[src/rtl/mux_sweep_pkg.sv]
// Shared types and constants for the mux sweep driver.
package mux_sweep_pkg;

    localparam int unsigned ADDR_W   = 5;
    localparam int unsigned IW_W     = 18;
    localparam int unsigned OW_W     = 24;
    localparam int unsigned PAT_W    = 5;
    localparam int unsigned CNT_W    = 4;
    localparam int unsigned NUM_ADDR = 32;
    localparam int unsigned NUM_PAT  = 19;

    localparam logic [OW_W-1:0] DEFAULT_POLY = 24'h00001B;
    localparam logic [OW_W-1:0] DEFAULT_SEED = 24'hFFFFFF;

    typedef enum logic [2:0] {
        StIdle,
        StDrive,
        StSample,
        StEmit,
        StDone
    } sweep_state_e;

    // Pattern 0 is all-zero; pattern k>=1 is a single one at bit k-1.
    function automatic logic [IW_W-1:0] pat_to_iw(input logic [PAT_W-1:0] pat);
        pat_to_iw = '0;
        if (pat != '0) begin
            pat_to_iw = IW_W'(1) << (pat - PAT_W'(1));
        end
    endfunction

endpackage

[src/rtl/mux_sweep_misr.sv]
// 24-bit multiple-input signature register: seed on load, fold one sample per shift.
module mux_sweep_misr
    import mux_sweep_pkg::*;
#(
    parameter logic [OW_W-1:0] POLY = DEFAULT_POLY,
    parameter logic [OW_W-1:0] SEED = DEFAULT_SEED
) (
    input  logic            clk,
    input  logic            rst,
    input  logic            load_i,
    input  logic            shift_i,
    input  logic [OW_W-1:0] data_i,
    output logic [OW_W-1:0] sig_o
);

    logic [OW_W-1:0] sig_q, sig_d;

    always_comb begin
        sig_d = sig_q;
        if (load_i) begin
            sig_d = SEED;
        end else if (shift_i) begin
            sig_d = {sig_q[OW_W-2:0], 1'b0} ^ (sig_q[OW_W-1] ? POLY : '0) ^ data_i;
        end
    end

    always_ff @(posedge clk or posedge rst) begin
        if (rst) begin
            sig_q <= '0;
        end else begin
            sig_q <= sig_d;
        end
    end

    assign sig_o = sig_q;

endmodule

[src/rtl/mux_sweep_driver.sv]
// Sweeps every mux address against zero + walking-one patterns and folds ow into a MISR.
// Define MUX_SWEEP_CAPTURE_EN to add a per-step capture handshake (cap_valid/cap_ready/cap_data).
module mux_sweep_driver
    import mux_sweep_pkg::*;
#(
    parameter int unsigned      SETTLE = 4,
    parameter logic [OW_W-1:0]  POLY   = DEFAULT_POLY,
    parameter logic [OW_W-1:0]  SEED   = DEFAULT_SEED
) (
    input  logic              clk,
    input  logic              rst,
    input  logic              start,
    output logic              busy,
    output logic              done,
    output logic [ADDR_W-1:0] addr_o,
    output logic [IW_W-1:0]   iw_o,
    input  logic [OW_W-1:0]   ow_i,
    output logic [OW_W-1:0]   signature
`ifdef MUX_SWEEP_CAPTURE_EN
    ,
    output logic              cap_valid,
    input  logic              cap_ready,
    output logic [33:0]       cap_data
`endif
);

    localparam logic [CNT_W-1:0]  SettleLast = CNT_W'(SETTLE - 1);
    localparam logic [ADDR_W-1:0] AddrLast   = ADDR_W'(NUM_ADDR - 1);
    localparam logic [PAT_W-1:0]  PatLast    = PAT_W'(NUM_PAT - 1);

    sweep_state_e      state_q, state_d;
    logic [CNT_W-1:0]  cnt_q, cnt_d;
    logic [ADDR_W-1:0] addr_q, addr_d;
    logic [PAT_W-1:0]  pat_q, pat_d;
    logic              misr_load, misr_shift, advance;

    always_comb begin
        state_d    = state_q;
        cnt_d      = cnt_q;
        addr_d     = addr_q;
        pat_d      = pat_q;
        misr_load  = 1'b0;
        misr_shift = 1'b0;
        advance    = 1'b0;
        case (state_q)
            StIdle, StDone: begin
                if (start) begin
                    state_d   = StDrive;
                    cnt_d     = '0;
                    addr_d    = '0;
                    pat_d     = '0;
                    misr_load = 1'b1;
                end
            end
            StDrive: begin
                if (cnt_q == SettleLast) begin
                    state_d = StSample;
                    cnt_d   = '0;
                end else begin
                    cnt_d = cnt_q + CNT_W'(1);
                end
            end
            StSample: begin
                misr_shift = 1'b1;
`ifdef MUX_SWEEP_CAPTURE_EN
                state_d = StEmit;
`else
                advance = 1'b1;
`endif
            end
`ifdef MUX_SWEEP_CAPTURE_EN
            StEmit: advance = cap_ready;
`endif
            default: state_d = StIdle;
        endcase

        // Step order: pattern inner, address outer; stop after the last step.
        if (advance) begin
            if (addr_q == AddrLast && pat_q == PatLast) begin
                state_d = StDone;
            end else begin
                state_d = StDrive;
                if (pat_q == PatLast) begin
                    pat_d  = '0;
                    addr_d = addr_q + ADDR_W'(1);
                end else begin
                    pat_d = pat_q + PAT_W'(1);
                end
            end
        end
    end

    always_ff @(posedge clk or posedge rst) begin
        if (rst) begin
            state_q <= StIdle;
            cnt_q   <= '0;
            addr_q  <= '0;
            pat_q   <= '0;
        end else begin
            state_q <= state_d;
            cnt_q   <= cnt_d;
            addr_q  <= addr_d;
            pat_q   <= pat_d;
        end
    end

    mux_sweep_misr #(
        .POLY (POLY),
        .SEED (SEED)
    ) u_misr (
        .clk     (clk),
        .rst     (rst),
        .load_i  (misr_load),
        .shift_i (misr_shift),
        .data_i  (ow_i),
        .sig_o   (signature)
    );

    assign busy   = (state_q == StDrive) || (state_q == StSample) || (state_q == StEmit);
    assign done   = (state_q == StDone);
    assign addr_o = addr_q;
    assign iw_o   = pat_to_iw(pat_q);

`ifdef MUX_SWEEP_CAPTURE_EN
    logic [OW_W-1:0] cap_ow_q;

    always_ff @(posedge clk or posedge rst) begin
        if (rst) begin
            cap_ow_q <= '0;
        end else if (misr_shift) begin
            cap_ow_q <= ow_i;
        end
    end

    assign cap_valid = (state_q == StEmit);
    assign cap_data  = {addr_q, pat_q, cap_ow_q};
`endif

endmodule
[config.mk]
export PLATFORM = sky130hd
export DESIGN_NAME = mux_sweep_driver
export DESIGN_NICKNAME = d
export VERILOG_FILES = /design/src/rtl/mux_sweep_pkg.sv /design/src/rtl/mux_sweep_misr.sv /design/src/rtl/mux_sweep_driver.sv
export SDC_FILE = /design/constraint.sdc
export NUM_CORES = 1
export LEC_CHECK = 0
export ABC_AREA = 1
export CORE_ASPECT_RATIO = 0.9
export CORE_UTILIZATION = 28
export CTS_BUF_LIST = sky130_fd_sc_hd__clkbuf_2 sky130_fd_sc_hd__clkbuf_4 sky130_fd_sc_hd__clkbuf_8
export DETAILED_ROUTE_END_ITERATION = 16
export GPL_TIMING_DRIVEN = 0
export PLACE_DENSITY = 0.55
export REMOVE_ABC_BUFFERS = 1
export SLEW_MARGIN = 20
export SYNTH_ARGS = -nofsm -noshare
export SYNTH_HDL_FRONTEND = slang
export SYNTH_SLANG_ARGS = --single-unit
[constraint.sdc]
create_clock -name clk -period 3.7 [get_ports clk]
set_input_delay 0.74 -clock clk [delete_from_list [all_inputs] [get_ports clk]]
set_output_delay 0.74 -clock clk [all_outputs]
set_load 0.05 [all_outputs]
==> parameters.txt, run 1 <==
Parameter                              Value

Power
  Power per cell area ... approximately 680 nW/um^2
  Pleak ... 1.49 nW
  Total power after layout ... 2.35 mW
  Peak VDD IR ... between 0.0003 and 0.0004 V

Placement
  Standard cell area after detailed placement ... 3350 sq um
  Cell count after placement ... about 500
  Count of port buffers added during placement ... between 70 and 80
  Global placer's final weighted congestion ... 0.761
  HPWL after DPL ... about 4200 um

Logic synthesis
  Mux cell area share after synthesis ... 0
  Post-synthesis instance total ... 308
  XOR/XNOR Fraction of Synth Area ... 0.0886
  Area fraction in compound gates after synthesis ... 0.0759
  Distinct cell type count of the synthesized netlist ... 29
  Largest area contributor in the netlist ... dfrtp_1
  Most frequently used flop master after synthesis ... dfrtp_1
  Main combinational cell family by area after synthesis ... simple AND/OR/NAND/NOR gates
  Adder and majority cell fraction of the synthesized area ... 0.0455
  Post-synth EDFFs ... 0
  Mean post-synth cell area ... 8.03 sq um
  Sequential share of the synthesized area ... 0.415
  Cells taking the most area after synthesis ... dfrtp_1 41%, nand2_1 9.9%, xor2_1 7.8%, inv_1 6.5%, nand3_1 5.3%
  Simple-Gate Fraction of Synth Area ... 0.283
  Yosys warning total ... 0
  Top-count cell post-synth ... nand2_1
  Post-synthesis async set-or-reset flop share ... 1.00
  Commonest cells post-synth ... 65 x nand2_1, 43 x inv_1, 41 x dfrtp_1
  FF+latch count, synth ... 41
  Area share of the largest cell type after synthesis ... 0.415
  Netlist area before placement ... 2470 sq um

Detailed routing
  DR iter-0 viols ... 34
  DRT Wirelength ... 5780 um
  Final ANT Viol Nets ... 0
  Via-per-instance ratio ... between 4 and 5
  DR WL/cell ... about 11 um
  Number of DRC violations after detailed routing ... 0
  Vias after detailed routing ... 2223
  Drt first pass iters ... 4

Worst setup path
  Endpoint kind of the worst setup timing path ... output port
  Type of the worst setup path ... reg -> out
  Type of element launching the critical path ... register
  Data required time of the worst path ... 2960 ps
  Critical path fanouts, max ... 8
  Worst flop-to-flop path startpoint ... addr_o[0]
  Capturing instance or port of the critical path ... iw_o[6]
  Arr. time, crit path ... 2720 ps
  Count of cells along the worst register-to-register path ... 7
  Endpoint of the lowest-slack register-to-register path ... addr_o[0]
  Cell breakdown of the critical path ... inv_1 -> ha_1 -> xor2_1 -> nand2_1 -> nor3_1 -> clkdlybuf4s50_1
  Worst setup slack for register-to-register paths ... 2030 ps
  Critical path startpoint ... pat_q[0]
  Max incr delay on CP ... between 800 and 900 ps
  Slowest CP cell ... clkdlybuf4s50_1

Global routing
  Total gr overflow ... 0
  GRT Util Overall ... 0.137
  First-pass GRT wire length ... 10200 um
  Number of antenna violations at the first check in global routing ... 0
  Pin count of the biggest net entering global routing ... 32
  Vias in the first global route ... around 2300

Timing
  Total of endpoints with negative setup slack in the final report ... 0
  Worst slew margin ... 0.633
  Transition time of the tightest slew-check pin ... 549 ps
  Fmax ... ~0.29 GHz
  Total negative slack ... 0 ps
  Final hold viol count ... 0
  Tcrit/Tclk final ... 0.936
  Min Clock Period, post-route ... 3460 ps
  Setup repair after global routing missed its margin ... no
  Number of slew-limit violations in the final report ... 0
  Post-Route Skew ... 8.59 ps
  Final-layout worst hold slack ... 529 ps

Clock tree
  Maximum root-to-sink buffer count ... 2
  Insertion delay of the later-clocked pin in the worst-skew pair ... 290 ps
  Post-CTS Resized ... 0
  Clock tree from TritonCTS ... yes
  Number of CTS-inserted buffers ... 5
  Maximum level of the CTS H-tree ... 2
  Quantity of hold-fixing buffers added after cts ... 0
  Clock tree sinks ... 41
  Clock-pin slew on the worst setup and hold paths ... approximately 80 ps
  Post CTS Setup Buffer Count ... 0
  Clock root buffer master ... clkbuf_8

Floorplanning
  I/O pin cnt ... 76
  Height of the chip ... 91.1 um
  Standard cell core area ... between 8000 and 9000 sq um
  Starting utilization of the core area ... 0.289
  Chip width ... 101 um
  Row count ... 32
  Die footprint ... 9210 sq um

Final layout
  Final #Nets ... 422
  Proportion of layout cells with a drive suffix above 1 ... 0.0775
  Final non-filler cell area ... 3430 sq um
  Synth-to-layout area growth ... 38.9%
  Area taken by multi-input logic gates ... 1220 sq um
  Sequential cell area ... 1030 sq um
  Total inserted antenna cells ... 0
  Filler-free cell count of the finished design ... 506
  Number of fill cells in the layout ... 918

Worst hold path
  Type of the tightest min-delay check ... reg -> reg

Job
  Number of violations of the max-capacitance limit ... 0

Run status
  Run status ... completed
==> worst min-delay path by stage <==
stage	slack, ps	to	depth (start not counted)	startpoint
finish	530	cnt_q[0]	1	cnt_q[0]
detailed placement	520	cnt_q[0]	1	cnt_q[0]
floorplan	490	cnt_q[0]	1	cnt_q[0]
CTS	530	cnt_q[0]	1	cnt_q[0]
global route	570	cnt_q[0]	1	cnt_q[0]
global placement	520	cnt_q[0]	1	cnt_q[0]
==> logic make-up after synthesis <==
| logic type | Yosys count |
|---|---|
| AND/OR/NAND/NOR | 147 |
| buffers and inverters | 54 |
| flip-flops | 41 |
| AO/OA/AOI/OAI | 32 |
| XOR/XNOR | 25 |
| adder cells (fa/ha/maj) | 9 |
==> routing by layer <==
metal  vias to the layer above  GRT usage  wire, um  share of wire
li1                       1142          -         -              -
met1                      1007      0.180      2810           0.49
met2                        72      0.214      2410           0.42
met3                         2     0.0493       531          0.092
met4                         0     0.0326        27         0.0047
met5                         -          0         0              0
==> state kept, by name, indices dropped and copies added, names as in the netlist <==
signal	cells
u_misr.sig_o	24
cnt_q	4
pat_q	5
state_q	3
addr_o	5
==> stage by stage <==
step                      utilization  setup slack, ps
after floorplan                     -              679
after CTS                       0.401              243
after global routing            0.401             41.0
after global placement          0.388              615
final                           0.401              238
after detailed placement        0.391              577
==> worst max-delay path: cells and delay by family, from the launching register on <==
kind / cells / cell delay (ps)
adder cells (fa/ha/maj): 1 / 280
buffers and inverters: 2 / 1060
AND/OR/NAND/NOR: 2 / 360
XOR/XNOR: 1 / 290
flip-flops: 1 / 440
==> power by group <==
group	leakage (nW)	internal [mW]	total, mW	switching, mW
clock	0.0439	0.130	0.292	0.162
sequential	0.463	0.569	0.700	0.131
combinational	0.982	0.452	1.36	0.906
==> layout make-up <==
| type | count | share of cell area |
|---|---|---|
| multi-input combinational | 213 | 0.355 |
| tap | 119 | 0.0434 |
| clock inverter | 3 | 0.00510 |
| inverter | 49 | 0.0536 |
| sequential | 41 | 0.299 |
| clock buffer | 5 | 0.0200 |
| timing repair buffer | 76 | 0.224 |
==> layout by cell type, fill, tap and decap left out, drive strengths merged <==
master | synthesis | routed
nand3 | 28 | 28
and3 | 1 | 1
o21ai | 8 | 8
ha | 9 | 9
clkinvlp | 0 | 1
clkdlybuf4s50 | 0 | 75
dfrtp | 41 | 41
xnor2 | 3 | 3
a21oi | 3 | 3
o22ai | 20 | 20
nand3b | 3 | 3
buf | 5 | 1
nor2 | 27 | 27
or2 | 5 | 5
xor2 | 22 | 22
clkinv | 0 | 2
clkbuf | 0 | 5
nand4 | 5 | 5
a22oi | 1 | 1
nor3 | 9 | 9
nand2 | 69 | 69
inv | 49 | 49
(Power assumes the default switching activity.)
==> run 2, diff against run 1 <==
--- a/config.mk
+++ b/config.mk
@@ -9,6 +9,7 @@
 export CORE_ASPECT_RATIO = 0.9
 export CORE_UTILIZATION = 28
 export CTS_BUF_LIST = sky130_fd_sc_hd__clkbuf_2 sky130_fd_sc_hd__clkbuf_4 sky130_fd_sc_hd__clkbuf_8
+export CTS_CLUSTER_SIZE = 30
 export DETAILED_ROUTE_END_ITERATION = 16
 export GPL_TIMING_DRIVEN = 0
 export PLACE_DENSITY = 0.55
==> results of run 2 <==
No change in the layout: final DEF, timing and power equal those of run 1.
==> run 3, diff against run 2 <==
--- a/config.mk
+++ b/config.mk
@@ -5,7 +5,6 @@
 export SDC_FILE = /design/constraint.sdc
 export NUM_CORES = 1
 export LEC_CHECK = 0
-export ABC_AREA = 1
 export CORE_ASPECT_RATIO = 0.9
 export CORE_UTILIZATION = 28
 export CTS_BUF_LIST = sky130_fd_sc_hd__clkbuf_2 sky130_fd_sc_hd__clkbuf_4 sky130_fd_sc_hd__clkbuf_8
==> run 3 against run 2 <==
Net effect: the run now ends with design-rule violations left; largest cell class unchanged; non-clock buffer count is 1 higher; die area is 5.9% lower; cell area is 3.4% lower; synthesized cell count fell by 26%; utilization rose by 1.2 points; highest routed layer unchanged; final cell count is 21% lower.
==> parameters.txt, run 3 <==
Parameter                              Value

Logic synthesis
  Cells taking the most area after synthesis ... dfrtp_1 44%, xnor2_1 11%, a2bb2oi_1 9.1%, ha_1 4.8%, nor2_1 4.5%
  Netlist area before placement ... 2320 sq um
  Commonest cells post-synth ... 41 x dfrtp_1, 29 x xnor2_1, 28 x nor2_1
  Sequential share of the synthesized area ... 0.442
  Yosys warning total ... 0
  FF+latch count, synth ... just over 40
  Post-synthesis async set-or-reset flop share ... 1.00
  Most frequently used flop master after synthesis ... dfrtp_1
  Mean post-synth cell area ... ~10 sq um
  Distinct cell type count of the synthesized netlist ... 37
  Largest area contributor in the netlist ... dfrtp_1
  Post-synthesis instance total ... about 230
  Top-count cell post-synth ... dfrtp_1
  Area share of the largest cell type after synthesis ... 0.442
  Post-synth EDFFs ... 0

Worst setup path
  Count of cells along the worst register-to-register path ... 3
  Critical path fanouts, max ... 10
  Endpoint kind of the worst setup timing path ... output port
  Max incr delay on CP ... about 700 ps
  Cell breakdown of the critical path ... inv_1 -> ha_1 -> and3_1 -> o21ai_0 -> nor2_1 -> clkdlybuf4s50_1
  Endpoint of the lowest-slack register-to-register path ... u_misr.sig_o[13]
  Data required time of the worst path ... between 2000 and 3000 ps
  Type of element launching the critical path ... register
  Slowest CP cell ... clkdlybuf4s50_1
  Type of the worst setup path ... reg -> out
  Arr. time, crit path ... 2710 ps
  Worst flop-to-flop path startpoint ... state_q[0]
  Worst setup slack for register-to-register paths ... 1840 ps

Clock tree
  Clock-pin slew on the worst setup and hold paths ... 90 ps
  Number of CTS-inserted buffers ... 5
  Clock tree from TritonCTS ... yes
  Quantity of hold-fixing buffers added after cts ... 0
  Maximum root-to-sink buffer count ... 2
  Post CTS Setup Buffer Count ... 0
  Insertion delay of the later-clocked pin in the worst-skew pair ... 290 ps
  Clock tree sinks ... 41
  Maximum level of the CTS H-tree ... 2
  Clock root buffer master ... clkbuf_8

Timing
  Setup repair after global routing missed its margin ... no
  Tcrit/Tclk final ... 0.932
  Min Clock Period, post-route ... 3450 ps
  Total negative slack ... 0 ps
  Fmax ... 0.290 GHz
  Final hold viol count ... 0
  Transition time of the tightest slew-check pin ... 545 ps
  Number of slew-limit violations in the final report ... 0
  Total of endpoints with negative setup slack in the final report ... 0
  Worst slew margin ... 0.635
  Post-Route Skew ... 8.61 ps

Worst hold path
  Instance count along the most critical hold path ... 1
  Type of the tightest min-delay check ... reg -> reg
  End point of the most critical hold path ... state_q[1]
  Worst hold path startpoint ... cnt_q[3]

Detailed routing
  DRT Wirelength ... 5290 um
  DR WL/cell ... ~13 um
  Vias after detailed routing ... 1913
  Drt first pass iters ... 10
  DR iter-0 viols ... 76
  Via-per-instance ratio ... 4.78
  Final ANT Viol Nets ... 0
  Number of DRC violations after detailed routing ... 5

Placement
  Count of port buffers added during placement ... 75
  Cell count after placement ... 392
  HPWL after DPL ... 3780 um
  Global placer's final weighted congestion ... around 0.73

Floorplanning
  Standard cell core area ... approximately 8000 sq um
  Die footprint ... 8660 sq um
  Starting utilization of the core area ... 0.289
  Row count ... 31
  Height of the chip ... roughly 88 um
  Chip width ... 98.0 um
  I/O pin cnt ... 76

Job
  Number of violations of the max-capacitance limit ... 0

Power
  Peak VDD IR ... approximately 0.00034 V
  Pleak ... 1.43 nW
  Power per cell area ... 763 nW/um^2

Global routing
  GRT met3 Usage ... 0.0395
  Vias in the first global route ... 1768
  Most used routing layer ... met2
  Global routing usage on met2 ... 0.206
  Pin count of the biggest net entering global routing ... 33
  Number of antenna violations at the first check in global routing ... 0
  GRT Util Overall ... 0.125
  Total gr overflow ... 0
  Met1 track demand over resource ... 0.156
  First-pass GRT wire length ... 8560 um

Final layout
  Synth-to-layout area growth ... 42.8%
  Filler-free cell count of the finished design ... 400
  Commonest cells after routing, fill and taps aside ... 63 x clkdlybuf4s50_1, 41 x dfrtp_1, 29 x xnor2_1
  Proportion of layout cells with a drive suffix above 1 ... 0.0731
  Number of fill cells in the layout ... around 790
  Final #Nets ... 336
  Total inserted antenna cells ... 0
  Number of flip-flops in the largest register ... 24
  Most common cell after layout, fill and taps aside ... clkdlybuf4s50_1

Run status
  Run status ... finished, violations left
  Violated checks ... design-rule violations
## run 3: cells by family (layout without fill, tap and decap cells)
family                   count (synthesis)  count (layout)  share of synthesized area
XOR/XNOR                                32              32                      0.121
buffers and inverters                   20              93                     0.0404
multiplexers                             2               2                    0.00862
adder cells (fa/ha/maj)                  9               9                     0.0485
AO/OA/AOI/OAI                           54              54                      0.172
flip-flops                              41              41                      0.442
AND/OR/NAND/NOR                         70              70                      0.168
## run 3: how the worst max path moves through the flow
stage	start	to	slack [ps]	cells after the start
floorplan	pat_q[0]	iw_o[5]	830	6
global placement	pat_q[0]	iw_o[5]	400	7
detailed placement	pat_q[0]	iw_o[6]	300	7
CTS	pat_q[0]	iw_o[9]	3	7
global route	pat_q[0]	iw_o[15]	40	6
finish	pat_q[0]	iw_o[7]	250	6
## run 3: final cells by class
class | instances | area (sq um) | share of cell area
Sequential cell | 41 | 1030 | 0.309
Clock buffer | 6 | 82.6 | 0.0249
Inverter | 8 | 30.0 | 0.00905
Multi-Input combinational cell | 167 | 1210 | 0.364
Timing Repair Buffer | 77 | 808 | 0.244
Clock inverter | 2 | 37.5 | 0.0113
Tap cell | 99 | 124 | 0.0373
## run 3: worst max-delay path: cells and delay by family, from the launching register on
kind,cells,cell delay (ps)
DFF,1,510
and+or+nand+nor,2,320
adders and majority gates,1,320
AOI/OAI and AO/OA,1,410
buffers and inverters,2,860
## run 3: per-stage QoR
step	util	hold slack, ps	total power, mW	setup WS [ps]	area [sq um]
2_1_floorplan	-	455	1.73	830	2260
3_3_place_gp	0.390	479	2.15	395	3130
3_5_place_dp	0.395	485	2.17	304	3170
4_1_cts	0.410	498	2.56	2.68	3290
5_1_grt	0.413	531	2.67	36.5	3320
6_report	0.413	495	2.53	250	3320
## run 3: power breakdown
group | switching (mW) | internal [mW]
combinational | 0.798 | 0.571
clock | 0.162 | 0.220
sequential | 0.177 | 0.603
## run 3: metal layers
metal,vias to the layer above,wire length [um]
met1,916,2430
met2,47,2510
li1,948,-
met5,-,0
met4,0,25
met3,2,323
## run 3: timing repair
action                     CTS  global route
hold endpoints to repair     0             0
resized for setup            2            10
setup endpoints to repair    2            10
